`config.mk`:
```
export PLATFORM = sky130hd
export DESIGN_NAME = split_sync
export DESIGN_NICKNAME = d
export VERILOG_FILES = /design/src/rtl/split_sync.sv
export SDC_FILE = /design/constraint.sdc
export NUM_CORES = 1
export LEC_CHECK = 0
export BUFFER_PORTS_ARGS = -buffer_cell sky130_fd_sc_hd__buf_4
export CAP_MARGIN = 20
export CORE_MARGIN = 4
export CORE_UTILIZATION = 45
export CTS_CLUSTER_DIAMETER = 60
export CTS_CLUSTER_SIZE = 25
export DETAILED_ROUTE_END_ITERATION = 8
export GPL_ROUTABILITY_DRIVEN = 0
export GPL_TIMING_DRIVEN = 0
export HOLD_SLACK_MARGIN = 0.08
export PLACE_DENSITY = 0.75
export SKIP_CTS_REPAIR_TIMING = 1
export SYNTH_ARGS = -nofsm -noshare
export SYNTH_HDL_FRONTEND = slang
export SYNTH_SLANG_ARGS = --single-unit
```
`constraint.sdc`:
```
create_clock -name CLK -period 2.15 [get_ports CLK]
set_clock_uncertainty 0.15 [all_clocks]
set_input_delay 0.3225 -clock CLK [delete_from_list [all_inputs] [get_ports CLK]]
set_output_delay 0.3225 -clock CLK [all_outputs]
set_load 0.02 [all_outputs]
```
`src/rtl/split_sync.sv`:
```
// rtl/split_sync.sv - synchronous 1-to-2 split: joins a data token with a select token, routes to one of two FIFOs
module split_sync #(
  parameter int WIDTH = 9,
  parameter int DEPTH = 2,
  parameter int CNT_W = 16
) (
  input  logic             CLK,
  input  logic             RESET,
  input  logic [WIDTH-1:0] In_data,
  input  logic             In_valid,
  output logic             In_ready,
  input  logic             S_data,
  input  logic             S_valid,
  output logic             S_ready,
  output logic [WIDTH-1:0] Out0_data,
  output logic             Out0_valid,
  input  logic             Out0_ready,
  output logic [WIDTH-1:0] Out1_data,
  output logic             Out1_valid,
  input  logic             Out1_ready,
  output logic [CNT_W-1:0] Out0_count,
  output logic [CNT_W-1:0] Out1_count
);

  localparam int PW = (DEPTH > 1) ? $clog2(DEPTH) : 1;
  localparam int OW = $clog2(DEPTH + 1);

  logic [WIDTH-1:0] mem  [2][DEPTH];
  logic [PW-1:0]    wptr [2];
  logic [PW-1:0]    rptr [2];
  logic [OW-1:0]    occ  [2];
  logic [CNT_W-1:0] cnt  [2];
  logic [1:0]       full;
  logic [1:0]       push;
  logic [1:0]       pop;
  logic [1:0]       out_ready;
  logic             full_s;
  logic             fire;

  // Pointers wrap explicitly so DEPTH need not be a power of two.
  function automatic logic [PW-1:0] nxt(input logic [PW-1:0] p);
    return (p == PW'(DEPTH - 1)) ? '0 : p + 1'b1;
  endfunction

  assign out_ready = {Out1_ready, Out0_ready};
  assign full[0]   = (occ[0] == OW'(DEPTH));
  assign full[1]   = (occ[1] == OW'(DEPTH));
  assign full_s    = S_data ? full[1] : full[0];
  // Readies depend only on registered occupancy, never on downstream ready.
  assign fire      = In_valid & S_valid & ~full_s & ~RESET;
  assign In_ready  = fire;
  assign S_ready   = fire;

  always_comb begin
    push = '0;
    pop  = '0;
    for (int k = 0; k < 2; k++) begin
      push[k] = fire & (S_data == 1'(k));
      pop[k]  = (occ[k] != '0) & out_ready[k];
    end
  end

  always_ff @(posedge CLK) begin
    for (int k = 0; k < 2; k++) begin
      if (push[k]) mem[k][wptr[k]] <= In_data;
    end
  end

  always_ff @(posedge CLK) begin
    if (RESET) begin
      for (int k = 0; k < 2; k++) begin
        wptr[k] <= '0;
        rptr[k] <= '0;
        occ[k]  <= '0;
        cnt[k]  <= '0;
      end
    end else begin
      for (int k = 0; k < 2; k++) begin
        if (push[k]) wptr[k] <= nxt(wptr[k]);
        if (pop[k]) begin
          rptr[k] <= nxt(rptr[k]);
          cnt[k]  <= cnt[k] + 1'b1;
        end
        occ[k] <= occ[k] + OW'(push[k]) - OW'(pop[k]);
      end
    end
  end

  assign Out0_valid = (occ[0] != '0);
  assign Out1_valid = (occ[1] != '0);
  assign Out0_data  = Out0_valid ? mem[0][rptr[0]] : '0;
  assign Out1_data  = Out1_valid ? mem[1][rptr[1]] : '0;
  assign Out0_count = cnt[0];
  assign Out1_count = cnt[1];

endmodule
```
==> results of run 1 <==
[logic make-up after synthesis]
logic type                 Yosys count  synth area share
AOI/OAI and AO/OA                   17            0.0262
adders and majority gates            6            0.0210
xor gates and xnor gates            26            0.0637
DFF                                 76             0.627
buffers and inverters               26            0.0325
and+or+nand+nor                    116             0.179
muxes                               18            0.0504
[cell usage in the layout, fill, tap and decap left out, types with 5 or more instances in the layout]
master	n
buf_4	71
edfxtp_1	72
dlygate4sd3_1	9
nand2_1	7
buf_2	6
mux2i_1	18
nor4_2	7
nor2_1	53
xor2_1	5
a21oi_1	6
ha_1	6
inv_1	16
or3_1	5
o21ai_0	5
nand3_1	13
xnor2_1	21
nor3_1	7
clkbuf_8	9
[worst min-delay path by stage]
stage	end	slack [ns]	cells past startpoint
4_1_cts	mem[0][20]$_DFFE_PP_	-0.0006	1
3_5_place_dp	mem[0][22]$_DFFE_PP_	0.38	1
6_report	mem[0][13]$_DFFE_PP_	0.16	2
3_3_place_gp	mem[0][31]$_DFFE_PP_	0.37	1
5_1_grt	mem[0][13]$_DFFE_PP_	0.16	2
2_1_floorplan	mem[0][0]$_DFFE_PP_	0.27	0
[flip-flops by register name, summed over array words and instances (netlist names)]
name and cells:
mem 36, rptr 2, cnt 32, occ 4, wptr 2
[Yosys cell counts (4+ instances only)]
cell      count
buf_2         6
a21oi_1       6
edfxtp_1     72
mux2i_1      18
ha_1          6
nor3_1        7
or3_1         5
nand3_1      13
nor4_2        6
xnor2_1      21
nand2_1       7
inv_1        16
nor2_1       55
xor2_1        5
nand4_1       4
o21ai_0       5
dfxtp_1       4
[layer usage]
metal,track usage,wire [µm],part of all wire
met1,0.195,3180,0.44
met2,0.260,3570,0.49
met3,0.0424,383,0.053
met4,0.0583,88,0.012
met5,0,0,0
[stage by stage]
| step | utilization | power, mW |
|---|---|---|
| 2_1_floorplan | - | 3.00 |
| 3_3_place_gp | 0.546 | 3.62 |
| 3_5_place_dp | 0.547 | 3.65 |
| 4_1_cts | 0.571 | 4.68 |
| 5_1_grt | 0.585 | 4.92 |
| 6_report | 0.585 | 4.65 |
[final cells by class]
cell class | count | area (µm²) | area share
Inverter | 16 | 60.1 | 0.0133
Clock buffer | 9 | 124 | 0.0274
Buffer | 10 | 56.3 | 0.0125
Multi-Input combinational cell | 183 | 1240 | 0.273
Timing Repair Buffer | 79 | 616 | 0.136
Clock inverter | 7 | 58.8 | 0.0130
Tap cell | 102 | 128 | 0.0282
Sequential cell | 76 | 2240 | 0.496
[where the power goes]
| group | leakage, nW | switching, mW | internal, mW |
|---|---|---|---|
| logic | 0.910 | 0.938 | 0.630 |
| clock network | 0.0804 | 0.581 | 0.434 |
| registers | 0.734 | 0.207 | 1.86 |
| total | 1.72 | 1.73 | 2.92 |
[worst max-delay path, cell delays in order, from the launching register on]
cell and delay (ns):
dfxtp_2 0.35, nor2b_2 0.17, or2_1 0.22, a21o_1 0.19, inv_1 0.08, buf_4 0.10
buf_4 0.12
==> key figures, run 1 <==
Drt
  • DR pass1 iterations: 4
  • Routed Antenna Nets: 0
  • Via count: ~2400
  • Vias per inst: 5.03
  • Final WL: 7.22 mm
  • WL/cell: 15.0 µm
  • DR DRC count: 0
  • Drt initial violations: 107

Global route
  • First-pass GRT wire length: 11.7 mm
  • Pin count of the biggest net entering global routing: 18
  • Initial antenna violation count: 0
  • Via count of the first global-routing pass: 2387
  • GRT Total Usage: 0.156
  • Global route overflow: 0

Place
  • Worst slack at placement: -0.185 ns
  • Port Buf Inserts: 68
  • Placed instance area: 4230 µm²
  • Final HPWL DP: 5.03 mm
  • Placed cells: 456

Power
  • Worst IR Drop VDD: between 0.5 and 0.6 mV
  • Lkg Pwr: 1.72 nW
  • Power per cell area: 1030 nW/µm²

Cells and area
  • Post-Layout Cell Count: 482
  • Fillers: 635
  • Share of cells above drive strength 1: 0.297
  • Area delta synth->final: 26.4%
  • Nets: 397
  • Final Instance Area: 4520 µm²
  • N_diodes: 0

Logic synthesis
  • Post-synthesis sequential area ratio: 0.627
  • Mapped Nets: 307
  • Mapped Avg Cell Area: roughly 13 µm²
  • Post-synth EDFFs: 72
  • Distinct cells, synth: 32
  • Synth top area share: 0.604
  • Top post-synthesis cells by area: edfxtp_1 (60%), nor2_1 (5.8%), xnor2_1 (5.1%)
  • Post-synthesis async set-or-reset flop share: 0
  • Yosys warns: 0
  • Area leader, netlist: edfxtp_1
  • Mapped Cells: 285
  • Synthesized cell area: around 3600 µm²
  • FF+latch count, synth: 76
  • Top FF cell, synth: edfxtp_1

STA
  • Slack of the critical path: 0.0924 ns
  • # setup viols final: 0
  • Post-route minimum period: 2.06 ns
  • RSZ-0062 raised after global routing: false
  • Max Slew Vio Count: 0
  • Final hold viol count: 0
  • Total negative slack: 0 ns
  • Rel. slew slack: 0.444
  • Worst-Margin Slew: 0.834 ns
  • Fmax: 486 MHz
  • Crit share post-route: 0.957
  • Hold_ws: about 0.16 ns

Floorplan
  • # rows: 32
  • I/O pin count: 70
  • Initial Util: 0.463
  • Die W: 97.2 µm
  • Core area: 7730 µm²
  • Die H: roughly 100 µm
  • Die Area: 9440 µm²

Worst setup path
  • CP endpoint kind: primary output
  • Worst setup path endpoint: S_ready
  • Crit start category: register
  • Crit path DAT: 1.59 ns
  • Setup CP Type: reg2out
  • Reg-to-reg slack, setup: 0.28 ns
  • R2R depth: 4
  • Crit path launch: occ[0][1]$_SDFF_PP0_
  • Reg-to-reg critical path endpoint: mem[0][7]$_DFFE_PP_
  • Critical path peak fanout: 4
  • CP required: 1.68 ns
  • Worst R2R Start: occ[0][1]$_SDFF_PP0_

Clock tree
  • CTS sink cnt: 76
  • Clk_lat worst skew: 0.35 ns
  • CTS root buf: clkbuf_8
  • Clk slew on worst S/H paths: about 0.090 ns
  • H-tree depth: 3
  • CTS tree: built
  • CTS Buffer Depth: 2
  • CTS buffer count: 9

Outcome
  • Outcome: finished, final reports clean

Min path
  • Min-delay src: S_data
  • Tightest Hold Check Type: in2reg

Flow run
  • Max-Cap Viols: 0
(Power assumes the default switching activity.)
==> inputs of run 2 (changes only) <==
- HOLD_SLACK_MARGIN: 0.08 -> default
- PLACE_DENSITY: 0.75 -> 0.7
==> run 2 against run 1 <==
Compared with the run above:
- largest power group unchanged
- sequential cell count unchanged
- routed wire length is 2.7% lower
- setup slack worse by 0.0042 ns
- critical path depth unchanged
- core utilization fell by 0.76 points
- clock power rose by 13%
- non-clock buffer count shrank 9
- global-route usage decreased by 0.13 points
- die area stayed put
==> key figures, run 2 (synthesis gave the netlist of run 1 again) <==
Outcome
  • Outcome: finished, final reports clean

STA
  • Fmax: 485 MHz (-0.20%)
  • Hold_ws: 0.0181 ns (-0.146 ns)
  • # setup viols final: 0 (unchanged)
  • Max Slew Vio Count: 0 (unchanged)
  • Final hold viol count: 0 (unchanged)
  • Post-route minimum period: 2.06 ns (+0.00418 ns)
  • Slack of the critical path: 0.0882 ns (-0.00418 ns)
  • Rel. slew slack: 0.446 (+0.00251)
  • Worst-Margin Slew: 0.831 ns (-0.00377 ns)
  • RSZ-0062 raised after global routing: false
  • Crit share post-route: 0.959 (+0.00195)

Cells and area
  • Max FFs per register: 36 (unchanged)
  • Utilization after layout: 0.578 (-0.00761)
  • Commonest non-fill, non-tap cell in the layout: edfxtp_1
  • Area delta synth->final: 24.8%
  • Share of cells above drive strength 1: 0.305 (+0.00721)
  • Commonest non-fill, non-tap cells in the layout: edfxtp_1 (72), buf_4 (71), nor2_1 (53)
  • N_diodes: 0 (unchanged)
  • Nets: 388 (-2.3%)

Worst setup path
  • CP required: 1.68 ns (about the same)
  • Crit path launch: occ[0][1]$_SDFF_PP0_
  • CP endpoint kind: primary output
  • Worst setup path endpoint: S_ready
  • Crit start category: register
  • Critical path peak fanout: 4 (unchanged)
  • Setup CP Type: reg2out
  • Worst R2R Start: occ[0][1]$_SDFF_PP0_
  • Reg-to-reg critical path endpoint: mem[0][4]$_DFFE_PP_
  • Crit path DAT: 1.59 ns (about the same)
  • R2R depth: 4 (unchanged)
  • Reg-to-reg slack, setup: 0.28 ns (about the same)

Floorplan
  • I/O pin count: 70 (unchanged)
  • # rows: 32 (unchanged)
  • Die Area: 9440 µm² (unchanged)
  • Die H: 97.2 µm (unchanged)
  • Core area: 7730 µm² (unchanged)
  • Initial Util: 0.463 (unchanged)
  • Die W: 97.2 µm (unchanged)

Global route
  • First-pass GRT wire length: 11.6 mm (-1.1%)
  • Pin count of the biggest net entering global routing: 18 (unchanged)
  • Initial antenna violation count: 0 (unchanged)
  • Global route overflow: 0 (unchanged)
  • Via count of the first global-routing pass: 2408 (+0.88%)
  • GRT Total Usage: 0.155 (-0.00127)

Min path
  • Tightest Hold Check Type: in2reg

Drt
  • DR DRC count: 0 (unchanged)
  • Vias per inst: 5.07 (+0.73%)
  • Via count: 2396 (-1.2%)
  • Drt initial violations: 62 (-42%)
  • Final WL: 7.03 mm (-2.7%)
  • WL/cell: 14.9 µm (-0.81%)
  • Routed Antenna Nets: 0 (unchanged)
  • DR pass1 iterations: 4 (unchanged)

Place
  • Port Buf Inserts: 68 (unchanged)
  • Worst slack at placement: -0.143 ns (+0.0419 ns)
  • Final HPWL DP: 4.99 mm (-0.85%)

Power
  • Power per cell area: 1070 nW/µm² (+4.2%)
  • Lkg Pwr: 1.71 nW (-0.56%)
  • Worst IR Drop VDD: 0.661 mV (+20%)

Clock tree
  • CTS tree: built
  • H-tree depth: 3 (unchanged)
  • Clk_lat worst skew: 0.35 ns (about the same)
  • CTS buffer count: 9 (unchanged)
  • Clk slew on worst S/H paths: 0.09 ns (about the same)
  • CTS sink cnt: 76 (unchanged)
  • CTS Buffer Depth: 2 (unchanged)
  • CTS root buf: clkbuf_8

Flow run
  • Max-Cap Viols: 0 (unchanged)
run 2: cell count changes in the layout (fill, tap and decap cells not counted), sizes merged:
cell / before / now
dlygate4sd3: 9 / 0
clkinvlp: 4 / 0
inv: 19 / 21
bufinv: 0 / 1
clkinv: 0 / 1
run 2: metal layers:
metal  GRT usage  wire (µm)  vias to the layer above
li1            -          -                     1178
met1       0.188       3070                     1146
met2       0.260       3470                       63
met3      0.0452        391                        9
met4      0.0616         90                        0
met5           0          0                        -
run 2: power breakdown:
group	internal (mW)	switching, mW	leakage, nW
sequential	1.86	0.209	0.734
clock	0.566	0.585	0.108
combinational	0.619	0.945	0.872
total	3.04	1.74	1.71
run 2: area by class of cell:
| type | count | area, µm² |
|---|---|---|
| buffer | 10 | 56.3 |
| clock buffer | 9 | 124 |
| clock inverter | 7 | 90.1 |
| fill | 658 | 3260 |
| inverter | 16 | 60.1 |
| multi-input combinational | 183 | 1240 |
| sequential | 76 | 2240 |
| tap | 102 | 128 |
| timing repair buffer | 70 | 526 |
run 2: how the worst min path moves through the flow:
stage / start / end / slack (ns) / cells past startpoint
6_report: In_data[3] / mem[0][3]$_DFFE_PP_ / 0.02 / 1
5_1_grt: In_data[0] / mem[0][18]$_DFFE_PP_ / 0.003 / 1
4_1_cts: In_data[3] / mem[0][3]$_DFFE_PP_ / 0.004 / 1
3_5_place_dp: In_data[3] / mem[0][3]$_DFFE_PP_ / 0.38 / 1
3_3_place_gp: In_data[3] / mem[0][12]$_DFFE_PP_ / 0.37 / 1
2_1_floorplan: In_data[0] / mem[0][0]$_DFFE_PP_ / 0.27 / 0
run 2: stage by stage:
stage	TNS [ns]	instance area, µm²	std cells	power, mW
floorplan	0	3580	285	3.00
detailed placement	-1.67	4230	456	3.67
CTS	-1.11	4440	472	4.81
global route	0	4460	473	5.05
finish	0	4460	473	4.78
global placement	-5.07	4220	455	3.63
run 2: worst max-delay path, stage by stage, from the launching register on:
cell and delay, ns:
dfxtp_2 0.35, nor2b_2 0.17, or2_1 0.22, a21o_1 0.21
inv_1 0.08, buf_4 0.10, buf_4 0.12
==> inputs of run 3 (changes only) <==
- CORE_ASPECT_RATIO: default -> 1.2
- CTS_BUF_LIST: default -> sky130_fd_sc_hd__clkbuf_8
==> run 3 against run 2 <==
Compared with the run above:
- die area about the same
- setup slack improved by 0.024 ns
- final cell count decreased by 1.1%
- combinational power about the same
- count of clock-buffer cells in the layout unchanged
==> key figures, run 3 (synthesis gave the netlist of run 1 again) <==
Global route
  • Via count of the first global-routing pass: 2422 (+0.58%)
  • Initial antenna violation count: 0 (unchanged)
  • Global route overflow: 0 (unchanged)
  • First-pass GRT wire length: 11.7 mm (+1.4%)
  • Pin count of the biggest net entering global routing: 18 (unchanged)
  • GRT Total Usage: 0.164 (+0.00937)

Floorplan
  • Die Area: 9450 µm² (about the same)
  • I/O pin count: 70 (unchanged)
  • Core area: 7710 µm² (-0.26%)
  • Die W: 89.4 µm (-8.0%)
  • Die H: 106 µm (+8.8%)
  • Initial Util: 0.464 (+0.00120)
  • # rows: 35 (+9.4%)

Clock tree
  • CTS sink cnt: 76 (unchanged)
  • Clk slew on worst S/H paths: 0.09 ns (about the same)
  • CTS Buffer Depth: 2 (unchanged)
  • CTS root buf: clkbuf_8
  • CTS tree: built
  • CTS buffer count: 9 (unchanged)
  • Clk_lat worst skew: 0.35 ns (about the same)
  • H-tree depth: 3 (unchanged)

STA
  • Rel. slew slack: 0.416 (-0.0302)
  • RSZ-0062 raised after global routing: false
  • Hold_ws: 0.0158 ns (-0.00235 ns)
  • Final hold viol count: 0 (unchanged)
  • Post-route minimum period: 2.04 ns (-0.0241 ns)
  • Fmax: 491 MHz (+1.2%)
  • Worst-Margin Slew: 0.871 ns (+0.0405 ns)
  • Max Slew Vio Count: 0 (unchanged)
  • Crit share post-route: 0.948 (-0.0112)
  • Total negative slack: 0 ns (unchanged)
  • # setup viols final: 0 (unchanged)

Worst setup path
  • Crit path launch: occ[0][1]$_SDFF_PP0_
  • Crit start category: register
  • CP required: 1.68 ns (about the same)
  • Reg-to-reg slack, setup: 0.29 ns (about the same)
  • Worst setup path endpoint: S_ready
  • Reg-to-reg critical path endpoint: mem[0][5]$_DFFE_PP_
  • Worst R2R Start: occ[0][1]$_SDFF_PP0_
  • Crit path DAT: 1.57 ns (-0.02 ns)
  • Setup CP Type: reg2out
  • R2R depth: 4 (unchanged)
  • Critical path peak fanout: 4 (unchanged)
  • CP endpoint kind: primary output

Power
  • Lkg Pwr: 1.72 nW (+0.60%)
  • Worst IR Drop VDD: 0.582 mV (-12%)
  • Power per cell area: 1060 nW/µm² (-1.2%)

Cells and area
  • Final Instance Area: 4500 µm² (+0.84%)
  • Share of cells above drive strength 1: 0.301 (-0.00405)
  • Commonest non-fill, non-tap cells in the layout: edfxtp_1 (72), buf_4 (70), nor2_1 (53)
  • Max FFs per register: 36 (unchanged)
  • Fillers: 658 (unchanged)
  • Nets: 393 (+1.3%)
  • Utilization after layout: 0.584 (+0.00637)
  • Area delta synth->final: 25.8%
  • Post-Layout Cell Count: 468 (-1.1%)
  • Commonest non-fill, non-tap cell in the layout: edfxtp_1
  • N_diodes: 0 (unchanged)

Drt
  • Via count: 2417 (+0.88%)
  • Final WL: 7.35 mm (+4.6%)
  • Vias per inst: 5.16 (+2.0%)
  • DR pass1 iterations: 4 (unchanged)
  • Drt initial violations: 89 (+44%)
  • DR DRC count: 0 (unchanged)
  • WL/cell: 15.7 µm (+5.7%)
  • Routed Antenna Nets: 0 (unchanged)

Place
  • Final HPWL DP: 5.17 mm (+3.6%)
  • Placed instance area: 4220 µm² (-0.18%)
  • Placed cells: 446 (-2.2%)
  • Port Buf Inserts: 68 (unchanged)

Min path
  • Tightest Hold Check Type: in2reg

Outcome
  • Outcome: finished, final reports clean

Flow run
  • Max-Cap Viols: 0 (unchanged)
-- run 3: how the worst min path moves through the flow --
stage                     slack, ns       start              endpoint  cells after the start
after global placement         0.37  In_data[0]   mem[0][9]$_DFFE_PP_                      1
after global routing          0.004  In_data[0]   mem[0][0]$_DFFE_PP_                      1
after detailed placement       0.38  In_data[7]  mem[0][34]$_DFFE_PP_                      1
final                          0.02  In_data[0]   mem[0][0]$_DFFE_PP_                      1
after floorplan                0.27  In_data[0]   mem[0][0]$_DFFE_PP_                      0
after CTS                    -0.009  In_data[7]  mem[0][34]$_DFFE_PP_                      1
-- run 3: worst max-delay path, cell delays in order, from the launching register on --
cell and delay [ns]:
dfxtp_2 0.35, nor2b_2 0.16, or2_1 0.22, a21o_1 0.19, inv_1 0.08, buf_4 0.10, buf_4 0.12
-- run 3: cell type report --
| cell class | count | area, µm² | share of cell area |
|---|---|---|---|
| Buffer | 10 | 56.3 | 0.0125 |
| Clock buffer | 9 | 124 | 0.0275 |
| Clock inverter | 7 | 82.6 | 0.0183 |
| Inverter | 16 | 60.1 | 0.0133 |
| Multi-Input combinational cell | 183 | 1240 | 0.276 |
| Sequential cell | 76 | 2240 | 0.498 |
| Tap cell | 92 | 115 | 0.0256 |
| Timing Repair Buffer | 75 | 578 | 0.128 |
-- run 3: report_power, final --
group | internal (mW) | switching, mW
registers | 1.86 | 0.208
logic | 0.626 | 0.941
clock network | 0.554 | 0.577
total | 3.04 | 1.73
-- run 3: through the flow --
stage / worst slack, ns / total power, mW
floorplan: 0.149 / 3.00
global placement: -0.463 / 3.63
detailed placement: -0.117 / 3.66
CTS: -0.0838 / 4.80
global route: 0.00761 / 5.03
finish: 0.112 / 4.76
-- run 3: metal layers --
layer	track usage	wire length (µm)	up-vias
li1	-	-	1189
met1	0.204	3040	1156
met2	0.271	3820	60
met3	0.0391	352	12
met4	0.0660	139	0
met5	0	0	-
